$ cat config.mk
export PLATFORM = sky130hd
export DESIGN_NAME = bpsk_modulator_param
export DESIGN_NICKNAME = d
export VERILOG_FILES = /design/src/rtl/bpsk_pkg.sv /design/src/rtl/bpsk_sine_lut.sv /design/src/rtl/bpsk_modulator_param.sv
export SDC_FILE = /design/constraint.sdc
export NUM_CORES = 1
export LEC_CHECK = 0
export CORE_UTILIZATION = 43
export CTS_CLUSTER_DIAMETER = 100
export DETAILED_ROUTE_END_ITERATION = 12
export GPL_ROUTABILITY_DRIVEN = 0
export GPL_TIMING_DRIVEN = 0
export PLACE_DENSITY = 0.75
export REMOVE_ABC_BUFFERS = 1
export SKIP_CTS_REPAIR_TIMING = 1
export SYNTH_ARGS = -nofsm -noshare
export SYNTH_HDL_FRONTEND = slang
export SYNTH_SLANG_ARGS = --single-unit
$ cat constraint.sdc
create_clock -name clk_i -period 2 [get_ports clk_i]
set_input_delay 0.3 -clock clk_i [delete_from_list [all_inputs] [get_ports clk_i]]
set_output_delay 0.3 -clock clk_i [all_outputs]
set_load 0.005 [all_outputs]
$ cat src/rtl/bpsk_pkg.sv
// Shared types and elaboration-time helpers for the parametrised BPSK modulator:
// FSM state encoding, counter width helpers and the sine table generator.
package bpsk_pkg;

    typedef enum logic [0:0] {
        StIdle = 1'b0,
        StRun  = 1'b1
    } state_e;

    localparam real Pi = 3.14159265358979323846;

    // Width of the carrier phase counter (index into the sine table).
    function automatic int unsigned phase_cnt_w(input int unsigned depth);
        return (depth > 1) ? $clog2(depth) : 1;
    endfunction

    // Width of the carrier-period counter; at least one bit so a single
    // period per symbol still yields a legal vector.
    function automatic int unsigned cyc_cnt_w(input int unsigned cycles);
        return (cycles > 1) ? $clog2(cycles) : 1;
    endfunction

    // Table entry k: round((2^(data_w-1)-1) * sin(2*pi*k/depth)), rounding half
    // away from zero. The amplitude stops one short of full scale so the
    // negated sample always fits.
    function automatic int sine_lut_entry(input int unsigned data_w,
                                          input int unsigned depth,
                                          input int unsigned k);
        real amp;
        real v;
        amp = real'((2 ** (data_w - 1)) - 1);
        v   = amp * $sin(2.0 * Pi * real'(k) / real'(depth));
        if (v >= 0.0) begin
            return int'($floor(v + 0.5));
        end else begin
            return -int'($floor(-v + 0.5));
        end
    endfunction

endpackage

$ cat src/rtl/bpsk_sine_lut.sv
// One-period signed sine ROM, filled at elaboration. Purely combinational;
// the caller registers the selected sample.
module bpsk_sine_lut
    import bpsk_pkg::*;
#(
    parameter int unsigned DATA_W    = 12,
    parameter int unsigned LUT_DEPTH = 8
) (
    input  logic        [phase_cnt_w(LUT_DEPTH)-1:0] addr_i,
    output logic signed [DATA_W-1:0]                 sample_o
);

    logic signed [DATA_W-1:0] rom [LUT_DEPTH];

    for (genvar k = 0; k < LUT_DEPTH; k++) begin : g_rom
        localparam int Val = sine_lut_entry(DATA_W, LUT_DEPTH, k);
        assign rom[k] = DATA_W'(Val);
    end

    // Depth is a power of two, so every address selects a valid entry.
    assign sample_o = rom[addr_i];

endmodule

$ cat src/rtl/bpsk_modulator_param.sv
// Parametrised BPSK modulator. Accepts one symbol bit per symbol over a
// valid/ready handshake and emits LUT_DEPTH*CYCLES_PER_SYM registered carrier
// samples per symbol, negated when the symbol sign is 1. Back-to-back symbols
// stream without gaps; a missing bit at a symbol boundary returns to idle and
// raises a one-cycle underrun pulse.
// Build option: define BPSK_DIFF_EN for differential (DBPSK) encoding, where
// each accepted 1 toggles the running carrier sign; otherwise the sign is the
// accepted bit itself.
module bpsk_modulator_param
    import bpsk_pkg::*;
#(
    parameter int unsigned DATA_W         = 12,
    parameter int unsigned LUT_DEPTH      = 8,
    parameter int unsigned CYCLES_PER_SYM = 2
) (
    input  logic                     clk_i,
    input  logic                     rst_i,
    input  logic                     en_i,
    input  logic                     in_valid_i,
    input  logic                     in_bit_i,
    output logic                     in_ready_o,
    output logic                     out_valid_o,
    output logic signed [DATA_W-1:0] out_o,
    output logic                     underrun_o
);

    localparam int unsigned PhaseW = phase_cnt_w(LUT_DEPTH);
    localparam int unsigned CycW   = cyc_cnt_w(CYCLES_PER_SYM);

    localparam logic [PhaseW-1:0] PhaseLast = PhaseW'(LUT_DEPTH - 1);
    localparam logic [CycW-1:0]   CycLast   = CycW'(CYCLES_PER_SYM - 1);

    if (DATA_W < 4 || DATA_W > 16) begin : g_bad_data_w
        $error("bpsk_modulator_param: DATA_W must be within 4..16");
    end
    if (LUT_DEPTH < 4 || (LUT_DEPTH & (LUT_DEPTH - 1)) != 0) begin : g_bad_depth
        $error("bpsk_modulator_param: LUT_DEPTH must be a power of two >= 4");
    end
    if (CYCLES_PER_SYM < 1) begin : g_bad_cycles
        $error("bpsk_modulator_param: CYCLES_PER_SYM must be >= 1");
    end

    state_e                   state_q;
    logic [PhaseW-1:0]        phase_q;
    logic [CycW-1:0]          cyc_q;
    logic                     sign_q;
    logic signed [DATA_W-1:0] out_q;
    logic                     out_valid_q;
    logic                     underrun_q;

    logic                     last_sample;
    logic                     xfer;
    logic                     new_sign;
    logic                     sel_sign;
    logic [PhaseW-1:0]        lut_addr;
    logic signed [DATA_W-1:0] lut_sample;
    logic signed [DATA_W-1:0] sample_next;

    // Counters describe the sample currently on out_o, so the last sample of a
    // symbol is the cycle in which the next bit can be taken without a gap.
    assign last_sample = (phase_q == PhaseLast) && (cyc_q == CycLast);
    assign in_ready_o  = en_i && ((state_q == StIdle) || last_sample);
    assign xfer        = in_valid_i && in_ready_o;

`ifdef BPSK_DIFF_EN
    logic diff_q;

    assign new_sign = diff_q ^ in_bit_i;

    // Running differential state: toggles on every accepted 1.
    always_ff @(posedge clk_i or posedge rst_i) begin
        if (rst_i) begin
            diff_q <= 1'b0;
        end else if (xfer) begin
            diff_q <= new_sign;
        end
    end
`else
    assign new_sign = in_bit_i;
`endif

    // Look up the sample that will be on out_o after the next edge.
    always_comb begin
        lut_addr    = xfer ? '0 : phase_q + PhaseW'(1);
        sel_sign    = xfer ? new_sign : sign_q;
        sample_next = sel_sign ? -lut_sample : lut_sample;
    end

    bpsk_sine_lut #(
        .DATA_W   (DATA_W),
        .LUT_DEPTH(LUT_DEPTH)
    ) u_sine_lut (
        .addr_i  (lut_addr),
        .sample_o(lut_sample)
    );

    // Symbol FSM with registered sample, valid and underrun outputs.
    always_ff @(posedge clk_i or posedge rst_i) begin
        if (rst_i) begin
            state_q     <= StIdle;
            phase_q     <= '0;
            cyc_q       <= '0;
            sign_q      <= 1'b0;
            out_q       <= '0;
            out_valid_q <= 1'b0;
            underrun_q  <= 1'b0;
        end else if (!en_i) begin
            // Frozen: everything holds except the single-cycle pulse.
            underrun_q <= 1'b0;
        end else begin
            underrun_q <= 1'b0;
            if (xfer) begin
                state_q     <= StRun;
                phase_q     <= '0;
                cyc_q       <= '0;
                sign_q      <= new_sign;
                out_q       <= sample_next;
                out_valid_q <= 1'b1;
            end else if (state_q == StRun) begin
                if (last_sample) begin
                    state_q     <= StIdle;
                    phase_q     <= '0;
                    cyc_q       <= '0;
                    out_q       <= '0;
                    out_valid_q <= 1'b0;
                    underrun_q  <= 1'b1;
                end else begin
                    phase_q <= phase_q + PhaseW'(1);
                    if (phase_q == PhaseLast) begin
                        cyc_q <= cyc_q + CycW'(1);
                    end
                    out_q       <= sample_next;
                    out_valid_q <= 1'b1;
                end
            end else begin
                out_q       <= '0;
                out_valid_q <= 1'b0;
            end
        end
    end

    assign out_o       = out_q;
    assign out_valid_o = out_valid_q;
    assign underrun_o  = underrun_q;

endmodule

==> flow_summary.toml <==
[clocking]
clockBufferDepth = 2
clk_pin_slew_ns = 0.08
numCtsBuffers = 3
htreeDepth = 1
cts_tree = "done"
root_buffer = "clkbuf_4"
numClockSinks = 13
insertion_delay_ns = 0.28

[placed_design]
io_buffers = 19
post-dp-hpwl_um = 775
dp_cells = 88

[floorplanning]
die_y_um = 40.2
die-area_sq_um = 1620
core_sq_um = 1330
std_cell_rows = 13
initial_core_util_pct = 47.1
top_level_ports = 20
die_w_um = 40.2

[timing]
period_share_pct = 85.8
finalSetupTns_ns = 0
worstMarginPinSlew_ns = 0.475
slew_violations = 0
fin_worst_skew_ns = 0.00192
rsz0062_at_grt = "no"
relSlewSlack_pct = 68.3
period_needed_ns = 1.72
setup_viol = 0
fmax_ghz = 0.583
hold_violations = 0

[grt]
grt_pass1_vias = 417
grt-ovfl-total = 0
antenna_found_initial = 0
grt_usage_pct = 17.7
grt_max_degree = 15
grt_pass1_wl_um = 1800

[drt]
drc = 0
drt-total-wl_um = 1080
detail-route-antenna-nets = 0
drtIter0Drc = 6
via_per_inst = 5.03
num_vias = 473
first_pass_iters = 4
wl_per_cell_um = 11.5

[logic_synthesis]
yosysTopAreaCell = "dfrtp_1"
synth.avg_cell_area_sq_um = 10.3
ys_ff_latch = 13
ys_warn_count = 0
postSynthCellCount = 61
synth_area_sq_um = 628
ys_seq_area_share_pct = 51.8
ys_top_cells_by_area = "dfrtp_1, buf_4, inv_1"
synth_cell_types = 21
yosysTopAreaCellShare_pct = 51.8

[power_and_ir_drop]
peakVddDrop_uv = 833
power_leakage_nw = 0.409
power_mw = 1.29
power.density_nw_per_um2 = 1510

[critical_path]
critPathRequiredTime_ns = 1.70
cpMaxStageDelayCell = "dfrtp_1"
rrSetupSlack_ns = 0.38
worstPathMaxFanout = 5
cp-start-kind = "register"
reg2reg_from = "phase_q[0]"
reg2regPathDepth = 5
path_class = "reg -> out"
max_stage_delay_ns = 0.40
r2r-end = "out_o[9]"
cp_cell_sequence = "ha_2 -> ha_4 -> nand2_2 -> a21boi_2 -> dlymetal6s2s_1"
worstSetupEndpointType = "output pin"
crit_arrival_ns = 1.42

[hold_path]
hold_path.class = "in -> async"

[finish]
antenna_cells = 0
finalNetCount = 87
final-instance-count-excl-fill = 94
postLayoutCoreUtil_pct = 64.1
syn_to_final_growth_pct = 36.1
drive_above_1_share_pct = 12.7

[job]
drv_cap = 0

[run_status]
status = "finished clean"
layout make-up:
cell class              count  area, sq um
flip-flops and latches     13          325
fillers                   119          479
repair buffers             21          210
clock buffers               4         26.3
multi-input cells          32          240
well taps                  15         18.8
inverters                   9         33.8
registers in the layout, indices dropped and copies added, names as in the netlist:
signal       cells
cyc_q            1
out_o            6
out_valid_o      1
phase_q          3
sign_q           1
underrun_o       1
worst max-delay path, delay by kind of cell, from the launching register on:
family                   cells  cell delay (ns)
AO/OA/AOI/OAI                1             0.16
buffers and inverters        1             0.14
adder cells (fa/ha/maj)      2             0.35
AND/OR/NAND/NOR              1             0.09
flip-flops                   1             0.40
through the flow:
step / hold slack, ns / instance area, sq um / worst slack [ns]
floorplan: 0.177 / 578 / 0.350
global placement: 0.502 / 787 / -0.121
detailed placement: 0.500 / 787 / -0.120
CTS: 0.349 / 813 / -0.276
global route: 0.396 / 855 / 0.192
finish: 0.331 / 855 / 0.283
where the power goes:
group | total (mW) | switching [mW] | internal (mW)
Sequential | 0.463 | 0.0922 | 0.371
Clock | 0.164 | 0.0863 | 0.0775
Combinational | 0.667 | 0.242 | 0.425
cell usage in the layout (no fill, tap or decap), drive strengths merged:
cell / netlist / final
buf: 7 / 2
o21ai: 3 / 3
nand2: 6 / 6
mux2: 2 / 2
ha: 2 / 2
a21oi: 3 / 3
inv: 9 / 9
dfrtp: 13 / 13
nor3: 1 / 1
o2111ai: 1 / 1
o22ai: 5 / 5
dlymetal6s2s: 0 / 2
nor2: 1 / 1
a21boi: 1 / 1
clkdlybuf4s50: 0 / 17
xnor2: 1 / 1
xor2: 1 / 1
a22o: 3 / 3
nand3: 1 / 1
clkbuf: 0 / 4
mux2i: 1 / 1
Yosys cell counts:
master and n:
mux2_4 1, xor2_1 1, xnor2_1 1, o21ai_0 1, o22ai_1 5, a22o_1 3
o2111ai_1 1, inv_1 9, nand3_1 1, nor3_1 1, a21boi_1 1, a21oi_1 3
nor2_1 1, mux2i_1 1, dfrtp_1 13, ha_1 2, buf_4 6, nand2_1 6
mux2_1 1, buf_2 1, o21ai_1 2
kinds of logic after synthesis:
| family | count (synthesis) | share of synthesized area [%] |
|---|---|---|
| flops | 13 | 51.8 |
| buf+inv | 16 | 13.3 |
| xor+xnor | 2 | 2.79 |
| mux | 3 | 5.78 |
| fa+ha+maj | 2 | 3.98 |
| simple gates | 9 | 5.77 |
| compound gates | 16 | 16.5 |
worst max-delay path by stage:
stage / from / to / depth (start not counted)
final: phase_q[0] / in_ready_o / 5
after global routing: phase_q[0] / in_ready_o / 5
after CTS: phase_q[0] / in_ready_o / 5
after detailed placement: en_i / in_ready_o / 3
after global placement: en_i / in_ready_o / 3
after floorplan: phase_q[0] / out_o[3] / 5
metal layers:
| metal | track usage (%) | wire (um) | vias to the layer above |
|---|---|---|---|
| met5 | 0 | 0 | - |
| met2 | 25.8 | 509 | 14 |
| li1 | - | - | 239 |
| met3 | 10.0 | 66 | 3 |
| met1 | 22.4 | 495 | 217 |
| met4 | 5.00 | 10 | 0 |
(Power assumes the default switching activity.)
